$ cat src/rtl/fifo_rd_drainer_if.sv
// FIFO read-side and downstream stream signals of the drainer.
// The master modport is the drainer. The slave modport is the FIFO plus the sink.
interface fifo_rd_drainer_if #(
  parameter int FIFO_WIDTH = 16
);
  logic                  rd_en;
  logic                  empty;
  logic                  underflow;
  logic [FIFO_WIDTH-1:0] data_out;
  logic [FIFO_WIDTH-1:0] m_data;
  logic                  m_valid;
  logic                  m_ready;

  modport master (
    output rd_en, m_data, m_valid,
    input  empty, underflow, data_out, m_ready
  );

  modport slave (
    input  rd_en, m_data, m_valid,
    output empty, underflow, data_out, m_ready
  );
endinterface

$ cat src/rtl/fifo_rd_drainer.sv
// Read-side drainer for the synchronous FIFO.
// It issues rd_en only when a buffer slot is guaranteed for the word once it
// lands one cycle later. Words are re-presented on a valid/ready stream through
// a 2-entry skid buffer.
module fifo_rd_drainer #(
  parameter int FIFO_WIDTH = 16,
  parameter int CNT_WIDTH  = 16
) (
  input  logic                 clk,
  input  logic                 rst_n,
  input  logic                 enable,
  input  logic                 clear,
  fifo_rd_drainer_if.master    bus,
  output logic [CNT_WIDTH-1:0] rd_count,
  output logic                 underflow_err
);

  logic [FIFO_WIDTH-1:0] mem [2];
  logic                  head;
  logic                  tail;
  logic [1:0]            buf_cnt;
  logic                  rd_pend;
  logic                  pop;
  logic [2:0]            occ_nxt;

  assign pop         = bus.m_valid && bus.m_ready;
  assign bus.m_valid = (buf_cnt != 2'd0);
  assign bus.m_data  = mem[head];

  // Occupancy after this edge, counting the in-flight word and excluding a word
  // that leaves this cycle. A new read is allowed only while that is below 2.
  // The read then always lands in a free slot.
  assign occ_nxt   = {1'b0, buf_cnt} + {2'b0, rd_pend} - {2'b0, pop};
  assign bus.rd_en = rst_n && enable && !bus.empty && (occ_nxt < 3'd2);

  // Skid buffer: the landing word is pushed at the tail, and a pop advances the head.
  always_ff @(posedge clk or negedge rst_n) begin
    if (!rst_n) begin
      mem[0]  <= '0;
      mem[1]  <= '0;
      head    <= 1'b0;
      tail    <= 1'b0;
      buf_cnt <= 2'd0;
      rd_pend <= 1'b0;
    end else begin
      rd_pend <= bus.rd_en;
      if (rd_pend) begin
        mem[tail] <= bus.data_out;
        tail      <= ~tail;
      end
      if (pop) head <= ~head;
      buf_cnt <= buf_cnt + {1'b0, rd_pend} - {1'b0, pop};
    end
  end

  // Delivered-word counter and sticky underflow flag. Clear takes priority.
  always_ff @(posedge clk or negedge rst_n) begin
    if (!rst_n) begin
      rd_count      <= '0;
      underflow_err <= 1'b0;
    end else if (clear) begin
      rd_count      <= '0;
      underflow_err <= 1'b0;
    end else begin
      if (pop)           rd_count      <= rd_count + 1'b1;
      if (bus.underflow) underflow_err <= 1'b1;
    end
  end

endmodule
$ cat src/flat_wrapper.sv
// flat-port wrapper written by rule: the top's interface ports become plain ports
module fifo_rd_drainer_flat 
#(
  parameter int FIFO_WIDTH = 16,
  parameter int CNT_WIDTH  = 16
)
  (clk, rst_n, enable, clear, rd_count, underflow_err, bus_rd_en, bus_m_data, bus_m_valid, bus_empty, bus_underflow, bus_data_out, bus_m_ready);
  fifo_rd_drainer_if #(.FIFO_WIDTH(FIFO_WIDTH)) bus_i ();
  input  logic clk;
  input  logic rst_n;
  input  logic enable;
  input  logic clear;
  output logic [CNT_WIDTH-1:0] rd_count;
  output logic underflow_err;
  output wire logic [$bits(bus_i.rd_en)-1:0] bus_rd_en;
  output wire logic [$bits(bus_i.m_data)-1:0] bus_m_data;
  output wire logic [$bits(bus_i.m_valid)-1:0] bus_m_valid;
  input wire logic [$bits(bus_i.empty)-1:0] bus_empty;
  input wire logic [$bits(bus_i.underflow)-1:0] bus_underflow;
  input wire logic [$bits(bus_i.data_out)-1:0] bus_data_out;
  input wire logic [$bits(bus_i.m_ready)-1:0] bus_m_ready;
  assign bus_rd_en = bus_i.rd_en;
  assign bus_m_data = bus_i.m_data;
  assign bus_m_valid = bus_i.m_valid;
  assign bus_i.empty = bus_empty;
  assign bus_i.underflow = bus_underflow;
  assign bus_i.data_out = bus_data_out;
  assign bus_i.m_ready = bus_m_ready;
  fifo_rd_drainer #(.FIFO_WIDTH(FIFO_WIDTH), .CNT_WIDTH(CNT_WIDTH)) u_core (.clk(clk), .rst_n(rst_n), .enable(enable), .clear(clear), .bus(bus_i), .rd_count(rd_count), .underflow_err(underflow_err));
endmodule
$ cat config.mk
export PLATFORM = sky130hd
export DESIGN_NAME = fifo_rd_drainer_flat
export DESIGN_NICKNAME = d
export VERILOG_FILES = /design/src/rtl/fifo_rd_drainer_if.sv /design/src/rtl/fifo_rd_drainer.sv /design/src/flat_wrapper.sv
export SDC_FILE = /design/constraint.sdc
export NUM_CORES = 1
export LEC_CHECK = 0
export CAP_MARGIN = 0
export CORE_ASPECT_RATIO = 0.7
export CORE_MARGIN = 1
export CORE_UTILIZATION = 49
export DETAILED_ROUTE_END_ITERATION = 10
export PLACE_DENSITY = 0.79
export SLEW_MARGIN = 20
export SYNTH_ARGS = -nofsm -noshare
export SYNTH_HDL_FRONTEND = slang
export SYNTH_SLANG_ARGS = --single-unit
$ cat constraint.sdc
create_clock -name clk -period 2.75 [get_ports clk]
set_input_delay 0.55 -clock clk [delete_from_list [all_inputs] [get_ports clk]]
set_output_delay 0.55 -clock clk [all_outputs]
set_load 0.01 [all_outputs]
Yosys cells after proc, flatten, opt, wreduce, memory -nomap -nowiden
Cells that the tools add are included.

storage, ports and cells
  bits of input ports = 23
  register bits after elaboration = 54
  output and inout port bits = 35
  logic and storage cells = 40

cells by class
  reduce and logical (&&, ||, !) cells = 9
  add/sub/neg operators = 5
  mux-type cells = 10
  bitwise logic cells = 4
  order comparisons = 4

operators with widths
  cell                                                                           number
  16-bit 2-to-1 mux                                                              6
  32-bit bitwise mux                                                             1
  16-bit by 1-bit adder with 16-bit output (second input constant)               1
  16-bit demux with 1-bit select                                                 1
  2-bit nonzero test                                                             3
  1-bit logical AND                                                              5
  2-bit >= comparator (second input constant)                                    2
  1-bit NOT with 2-bit output                                                    2
  2-bit by 1-bit adder with 3-bit output                                         1
  3-bit by 2-bit less-than comparator with 1-bit output (second input constant)  1
  3-bit by 1-bit subtractor with 3-bit output                                    1
  2-bit by 1-bit adder with 2-bit output                                         1
  2-bit by 1-bit less-than comparator with 1-bit output (second input constant)  1
  1-bit 2-to-1 mux                                                               2
  1-bit NOT                                                                      2
  2-bit by 1-bit subtractor with 2-bit output                                    1
  1-bit logical NOT                                                              1

Longest topological paths before layout
Gate-level depths: netlist of run 1.

  depth after elaboration = 6
  depth in mapped cells = 8
  depth with buffers taken out = 8

Worst setup path before layout of run 1
Ideal clock, no wire load.

  path kind = input port to output port
  start = input port bus_m_ready
  end = output port bus_rd_en
  arrival time = 2172 ps
  required time = 2200 ps
  path slack = 28 ps
  path buffers = 0
  stages = 7
  cell sequence = o21ai_2 inv_1 ha_1 inv_1 ha_1 fa_1 nor4_1

between the ends
  word-level cells in the longest chain between the ends = 4

ends and longest elaborated chain
  element                                                RTL line               text
  from (decl)                                            flat_wrapper.sv:21     input wire logic [$bits(bus_i.m_ready)-1:0] bus_m_ready;
  1-bit logical AND                                      fifo_rd_drainer.sv:26  assign pop = bus.m_valid && bus.m_ready;
  via u_core.pop                                         fifo_rd_drainer.sv:23  logic pop;
  3-bit by 1-bit subtractor with 3-bit output            fifo_rd_drainer.sv:33  assign occ_nxt = {1'b0, buf_cnt} + {2'b0, rd_pend} - {2'b0, pop};
  via u_core.occ_nxt[1]                                  fifo_rd_drainer.sv:24  logic [2:0] occ_nxt;
  3-bit by 2-bit less-than comparator with 1-bit output  fifo_rd_drainer.sv:34  assign bus.rd_en = rst_n && enable && !bus.empty && (occ_nxt < 3'd2);
  1-bit logical AND                                      fifo_rd_drainer.sv:34
  to (decl)                                              flat_wrapper.sv:15     output wire logic [$bits(bus_i.rd_en)-1:0] bus_rd_en;

The timed path passes the listed nets, and every way through them passes these cells.

Worst setup path after layout of run 1
  start = register u_core.buf_cnt[0]
  end = output port bus_rd_en

between the ends
  word-level cells in the longest chain between the ends = 5
  elaborated cells on any way between the ends = 6
  classes of those cells = 2 x add/sub; 1 x order compare; 3 x reduce/logical

ends and longest elaborated chain
  element                                                RTL line               text
  from (decl)                                            fifo_rd_drainer.sv:21  logic [1:0] buf_cnt;
  from (signal assigned)                                 fifo_rd_drainer.sv:52  buf_cnt <= buf_cnt + {1'b0, rd_pend} - {1'b0, pop};
  2-bit nonzero test                                     fifo_rd_drainer.sv:27  assign bus.m_valid = (buf_cnt != 2'd0);
  1-bit logical AND                                      fifo_rd_drainer.sv:26
  via u_core.pop                                         fifo_rd_drainer.sv:23
  3-bit by 1-bit subtractor with 3-bit output            fifo_rd_drainer.sv:33
  via u_core.occ_nxt[1]                                  fifo_rd_drainer.sv:24
  3-bit by 2-bit less-than comparator with 1-bit output  fifo_rd_drainer.sv:34
  1-bit logical AND                                      fifo_rd_drainer.sv:34

The timed path passes the listed nets, and every way through them passes these cells.

==> results of run 1 <==
[routing by layer]
layer	part of all wire (%)	routed length, µm
met2	49	2703
met3	4.8	266
met4	1.3	72
met1	45	2497
met5	0	0
[stage by stage]
step	setup WS (ps)	area, µm²
after floorplan	27.61	2449
after global placement	-819.6	3164
after detailed placement	-863.1	3164
after CTS	-153.7	3455
after global routing	-218.2	3488
final	-156.8	3488
[cells by family after synthesis]
kind of cell / after synthesis / synth area share, %
simple gates: 48 / 10.42
xor+xnor: 13 / 4.650
compound gates: 13 / 3.321
buf+inv: 13 / 1.993
fa+ha+maj: 4 / 2.351
mux: 48 / 22.07
flops: 54 / 55.19
[cell usage after synthesis, types with 2 or more instances]
cell and number:
dfrtp_1 54, xor2_1 6, or3_1 3, nand3_1 3
o21ai_0 3, xnor2_1 7, buf_1 2, nand4_1 5
nor2_1 14, clkbuf_1 5, inv_1 6, a21oi_1 6
and2_1 2, mux2_2 48, ha_1 3, nand2_1 9
nor4_1 2, nor3_1 2
[worst max-delay path, stage by stage, from the launching register on]
cell and delay, ps:
dfrtp_1 410, o21ai_2 200, inv_2 80, ha_4 270, inv_2 40, ha_4 140
fa_2 450, nor4_4 280, buf_2 170
[worst min-delay path by stage]
| stage | slack [ps] | to | cells past startpoint | from |
|---|---|---|---|---|
| 4_1_cts | 470 | u_core.mem[4] | 2 | rst_n |
| 6_report | 430 | u_core.mem[5] | 2 | rst_n |
| 2_1_floorplan | 250 | u_core.buf_cnt[0] | 0 | rst_n |
| 5_1_grt | 500 | u_core.mem[5] | 2 | rst_n |
| 3_5_place_dp | 470 | u_core.head | 1 | u_core.head |
| 3_3_place_gp | 460 | u_core.head | 1 | u_core.head |
[flip-flops by register name, summed over array words and instances (netlist names)]
name	count
u_core.head	1
u_core.rd_count	16
u_core.buf_cnt	2
u_core.rd_pend	1
u_core.tail	1
u_core.underflow_err	1
u_core.mem	32
[where the power goes]
| group | internal, µW | switching (µW) |
|---|---|---|
| Combinational | 959 | 561 |
| Sequential | 1070 | 147 |
| Clock | 203 | 261 |
| Total | 2230 | 969 |
[what timing repair did]
action / in CTS / in global routing
setup buffers: 25 / 2
endpoints found under the setup margin: 1 / 5
pin swaps: 5 / 9
resized for setup: 9 / 14
hold endpoints to repair: 0 / 0
[final cells by class]
cell class | count | area (µm²)
Tap cell | 69 | 86.33
Clock buffer | 6 | 82.58
Fill cell | 334 | 1294
Clock inverter | 2 | 12.51
Multi-Input combinational cell | 126 | 1119
Inverter | 6 | 22.52
Timing Repair Buffer | 91 | 814.5
Sequential cell | 54 | 1351
==> summary.md, run 1 <==
| Metric | Value |
|---|---|
| Outcome | finished with violations |
| Failing checks | negative setup slack |
| Htree depth | 2 |
| Fin crit period | ~2900 ps |
| First-pass DRT Iterations | 4 |
| Initial DRC Count | 86 |
| Gr ovfl total | 0 |
| Number of buffers created by CTS | 5 |
| Crit path capture | bus_rd_en |
| Wirelength per Cell | around 16 µm |
| Hold buffers post-CTS | 0 |
| R2R depth | 18 |
| Synth area leader | dfrtp_1 |
| Core area | about 0.0048 mm² |
| Count of final hold-check violations | 0 |
| Row count | 21 |
| CP Max Fanout | 2 |
| Crit end category | output pin |
| Final setup fails | 1 |
| Initial antenna violation count | 0 |
| Power Density | about 920 mW/mm² |
| Clock skew | between 3 and 4 ps |
| Post-synthesis sequential area ratio | ~55% |
| Synth async-reset ratio | 100.0% |
| Vias per cell | approximately 5.1 |
| GPL Wtd Cong | ~0.84 |
| First-pass GRT wire length | around 9000 µm |
| Share of layout cells above drive strength 1 | between 30% and 40% |
| Crit share post-route | 105.7% |
| Chip height | 61.15 µm |
| HP Class | input pin to async pin |
| Most frequent cells in the layout | clkdlybuf4s50_1 (54), dfrtp_1 (54), mux2_2 (48), buf_4 (33), nor2_1 (14) |
| Synth unique cells | 31 |
| Worst-Skew Late Latency | between 300 and 400 ps |
| Utilization after layout | between 70 and 80% |
| Largest net degree at the start of global routing | 55 |
| Mapped Avg Cell Area | 12.69 µm² |
| Leak | 0.001502 µW |
| MaxCap Viol Count | 0 |
| FF-to-FF End | u_core.rd_count[0] |
| Met2 Resource Use GR | a little under two fifths |
| Unrepaired setup endpoints after global routing | true |
| Non-filler instance count after layout | between 300 and 400 |
| Post-synthesis register bit count | 54 |
| N_diodes | 0 |
| Top cell type's share of synthesized area | a little under three fifths |
| Setup crit start | u_core.buf_cnt[0] |
| Vias in the first global route | roughly 1,800 |
| Final Max Slew Viols | 0 |
| Top post-synthesis cells by area | dfrtp_1 (55%), mux2_2 (22%), xnor2_1 (2.5%) |
| Highest clock rate | 344.0 MHz |
| Die X-Extent | between 80 and 90 µm |
| IO buf count | between 50 and 60 |
| CTS root buf | clkbuf_8 |
| Total Power | 3201 µW |
| RR Startpoint | u_core.buf_cnt[0] |
| Peak supply drop | approximately 0.49 mV |
| CTS clk-pin slew, worst paths | 100 ps |
| Worst-Margin Slew | 701.9 ps |
| I/O pins | 58 |
| Die area | approximately 0.0053 mm² |
| Final ANT Viol Nets | 0 |
| Most used DFF post-synth | dfrtp_1 |
| Yosys warnings | 0 |
| DRC viols | 0 |
| Synth Instances | around 190 |
| Critical path class | register to output pin |
| DR vias | ~1,800 |
| Startpoint types | register |
| Worst path required time | between 2000 and 2500 ps |
| Final worst-path setup slack | -156.8 ps |
| Min Hold Slack | 433.0 ps |
| Nets | ~310 |
| M3 GR Usage | 4.960% |
| DP Cell Count | ~320 |
| CTS tree | yes |
| Cell Area, Synth | 0.002449 mm² |
| Starting Density | 51.20% |
| GR Util met1 | 30.15% |
| Num Clock Sinks | 54 |
| Synth Net Count | 220 |
| Setup TNS | -156.8 ps |
| Post-Route WL | 5540 µm |
| Hpwl dp | between 3000 and 4000 µm |
| Area delta synth->final | 42.46% |
| Slew headroom | a little over half |
| GRT Overall Usage | between 20 and 25% |
| Number of synthesized flops with an enable pin | 0 |
| Reg2reg setup slack | 20 ps |
| Crit path DAT | between 2000 and 2500 ps |
| GR peak layer | met2 |
| Clk buf depth | 2 |
(Power assumes the default switching activity.)
==> run 2, diff against run 1 <==
- ABC_AREA: unset -> 1
- CORE_UTILIZATION: 49 -> 50
- PLACE_DENSITY: 0.79 -> 0.8
==> summary.md, run 2 <==
| Metric | Value |
|---|---|
| Worst path required time | roughly 2200 ps |
| Int Pwr | between 1500 and 2000 µW |
| DR vias | 2,206 |
| Final setup fails | 1 |
| Failing checks | negative setup slack |
| Number of buffers created by CTS | 5 |
| Startpoint types | register |
| CP Max Fanout | 2 |
| Nets | between 400 and 500 |
| Synth Instances | around 320 |
| Mux cell area share after synthesis | 0% |
| Hold buffers post-CTS | 0 |
| Clock skew | ~3.2 ps |
| Share of layout cells above drive strength 1 | roughly 8.1% |
| Count of final hold-check violations | 0 |
| Most common cell in the netlist | nand2_1 |
| Largest family of logic cells by synthesized area | simple AND/OR/NAND/NOR gates |
| Top cells by count, synth | nand2_1 (115), dfrtp_1 (54), inv_1 (36), nor2_1 (28), o21ai_0 (23) |
| Worst-Margin Slew | about 910 ps |
| Die area | between 0.005 and 0.006 mm² |
| CTS tree | yes |
| First-pass GRT wire length | 8976 µm |
| Critical path class | register to output pin |
| Most used DFF post-synth | dfrtp_1 |
| Crit path DAT | roughly 2300 ps |
| Synth unique cells | 29 |
| Final worst-path setup slack | -97.05 ps |
| Initial antenna violation count | 0 |
| Synth Net Count | 350 |
| Final ANT Viol Nets | 0 |
| Total Power | 2999 µW |
| Post-Synth XOR/XNOR Area | less than 1% |
| Wirelength per Cell | roughly 12 µm |
| Part of the power in the clock network | ~15% |
| Fillcell total | 403 |
| IO buf count | 57 |
| Chip height | a little over 60 µm |
| HP Class | input pin to async pin |
| Post-synthesis register bit count | 54 |
| Synth async-reset ratio | between 90% and 100% |
| Num Clock Sinks | 54 |
| RR Startpoint | u_core.buf_cnt[1] |
| N_diodes | 0 |
| Setup bufs post-CTS | 0 |
| Leak | approximately 0.0016 µW |
| Fin crit period | between 2000 and 3000 ps |
| Initial DRC Count | about 170 |
| Sw frac | between 30% and 40% |
| Sequential power share | 40.9% |
| CTS clk-pin slew, worst paths | 90 ps |
| Die X-Extent | 87.59 µm |
| Top Registers | u_core.mem (32), u_core.rd_count (16), u_core.buf_cnt (2) |
| Reg2reg setup slack | approximately 840 ps |
| Slew headroom | about two fifths |
| Clk buf depth | 2 |
| Yosys warnings | 0 |
| Number of synthesized flops with an enable pin | 0 |
| Power Density | between 800 and 900 mW/mm² |
| Crit share post-route | 103.5% |
| Crit end category | output pin |
| Highest clock rate | between 300 and 400 MHz |
| GPL Wtd Cong | roughly 0.9 |
| Largest register FFs | 32 |
| Commonest non-fill, non-tap cell in the layout | nand2_1 |
| Peak supply drop | about 0.50 mV |
| I/O pins | 58 |
| Cell Area, Synth | around 0.0026 mm² |
| Post-Route WL | between 5000 and 6000 µm |
| Adder-cell share of the synthesized area | ~2.2% |
| Row count | 21 |
| Outcome | finished with violations |
| R2R depth | 7 |
| Hpwl dp | about 3900 µm |
| FF-to-FF End | u_core.rd_pend |
| GRT Overall Usage | about 22% |
| Vias in the first global route | 1,868 |
| Core area | about 0.005 mm² |
| Comb pwr share | between 40% and 50% |
| Synth area leader | dfrtp_1 |
| Largest net degree at the start of global routing | between 50 and 60 |
| First-pass DRT Iterations | 4 |
| Final Max Slew Viols | 0 |
| Mapped Avg Cell Area | slightly below 8 µm² |
| Unrepaired setup endpoints after global routing | true |
| Area delta synth->final | 30.01% |
| Placed cell areas | ~0.0032 mm² |
| Post-synthesis compound-gate area fraction | roughly a tenth |
| Most frequent cells in the layout | nand2_1 (115), clkdlybuf4s50_1 (54), dfrtp_1 (54), inv_1 (34), nor2_1 (28) |
| Simple-Gate Fraction of Synth Area | a little over a quarter |
| CTS root buf | clkbuf_8 |
| DRC viols | 0 |
| Vias per cell | slightly below 5 |
| Net Sw Power | ~1100 µW |
| Top post-synthesis cells by area | dfrtp_1 (53%), nand2_1 (17%), inv_1 (5.3%) |
| Post-synthesis sequential area ratio | a little over half |
| MaxCap Viol Count | 0 |
| Gr ovfl total | 0 |
| Worst-Skew Late Latency | around 300 ps |
| Starting Density | 52.74% |
| Top reg by flops | u_core.mem |
| Post-route cell area | 0.003333 mm² |
| Top cell type's share of synthesized area | about 53% |
| Htree depth | 2 |
==> run 2: changes by cell type after synthesis, sizes merged, moves of 6 or more <==
cell,previous run,this run
nor2,14,34
nand2,9,116
inv,6,37
o21ai,4,38
xnor2,7,1
mux2,48,0
==> run 2: how the worst max path moves through the flow <==
stage | startpoint | end | slack [ps] | depth (start not counted)
floorplan | bus_m_ready | bus_rd_en | 30 | 7
global placement | bus_m_ready | bus_rd_en | -860 | 9
detailed placement | bus_m_ready | bus_rd_en | -890 | 9
CTS | u_core.buf_cnt[1] | bus_rd_en | -130 | 8
global route | u_core.buf_cnt[1] | bus_rd_en | -240 | 8
finish | u_core.buf_cnt[1] | bus_rd_en | -100 | 8
==> run 2: worst max-delay path, cell delays in order (launching register included) <==
cell     delay (ps)
dfrtp_1         410
nor2_4          180
nor2_8           50
ha_4            250
inv_2            30
ha_4            150
fa_1            480
nor4_2          260
buf_2           180
==> run 2: layout make-up <==
type / instances / area (µm²) / share of cell area [%]
repair buffers: 64 / 611.8 / 18.36
inverters: 38 / 142.6 / 4.279
clock buffers: 7 / 86.33 / 2.590
clock inverters: 1 / 5.005 / 0.1502
multi-input cells: 220 / 1050 / 31.49
well taps: 69 / 86.33 / 2.590
flip-flops and latches: 54 / 1351 / 40.54
==> run 2: cell families (layout without fill, tap and decap cells) <==
group                    count (synthesis)  after routing
adder cells (fa/ha/maj)                  4              4
XOR/XNOR                                 2              2
buffers and inverters                   49            110
AO/OA/AOI/OAI                           49             49
AND/OR/NAND/NOR                        165            165
flip-flops                              54             54
==> run 2: repair_timing <==
| item | CTS | global route |
|---|---|---|
| endpoints found under the setup margin | 1 | 1 |
| pin swaps | 3 | 0 |
| hold endpoints to repair | 0 | 0 |
| gates resized for setup | 12 | 0 |
==> run 2: power groups by stage <==
stage                     Clock (µW)  Sequential [µW]  Combinational, µW
after floorplan                    0             1210                694
after global placement             0             1220               1260
after detailed placement           0             1230               1300
after CTS                        464             1220               1340
after global routing             492             1260               1490
final                            453             1230               1320
==> run 2: stage by stage <==
step	instances	worst slack (ps)	util [%]	hold slack, ps	setup TNS, ps
after floorplan	323	32.40	-	254.4	0
after global placement	445	-860.8	66.07	465.9	-860.8
after detailed placement	445	-886.4	66.07	473.5	-886.4
after CTS	453	-133.1	68.57	459.9	-133.1
after global routing	453	-240.6	68.57	471.2	-240.6
final	453	-97.05	68.57	428.0	-97.05
==> run 2: per-layer routing <==
| metal | global-route usage [%] | vias to the layer above | wire (µm) |
|---|---|---|---|
| met4 | 5.621 | 0 | 44 |
| met5 | 0 | - | 0 |
| met1 | 33.08 | 1005 | 2757 |
| met3 | 4.624 | 6 | 316 |
| li1 | - | 1126 | - |
| met2 | 33.82 | 69 | 2354 |
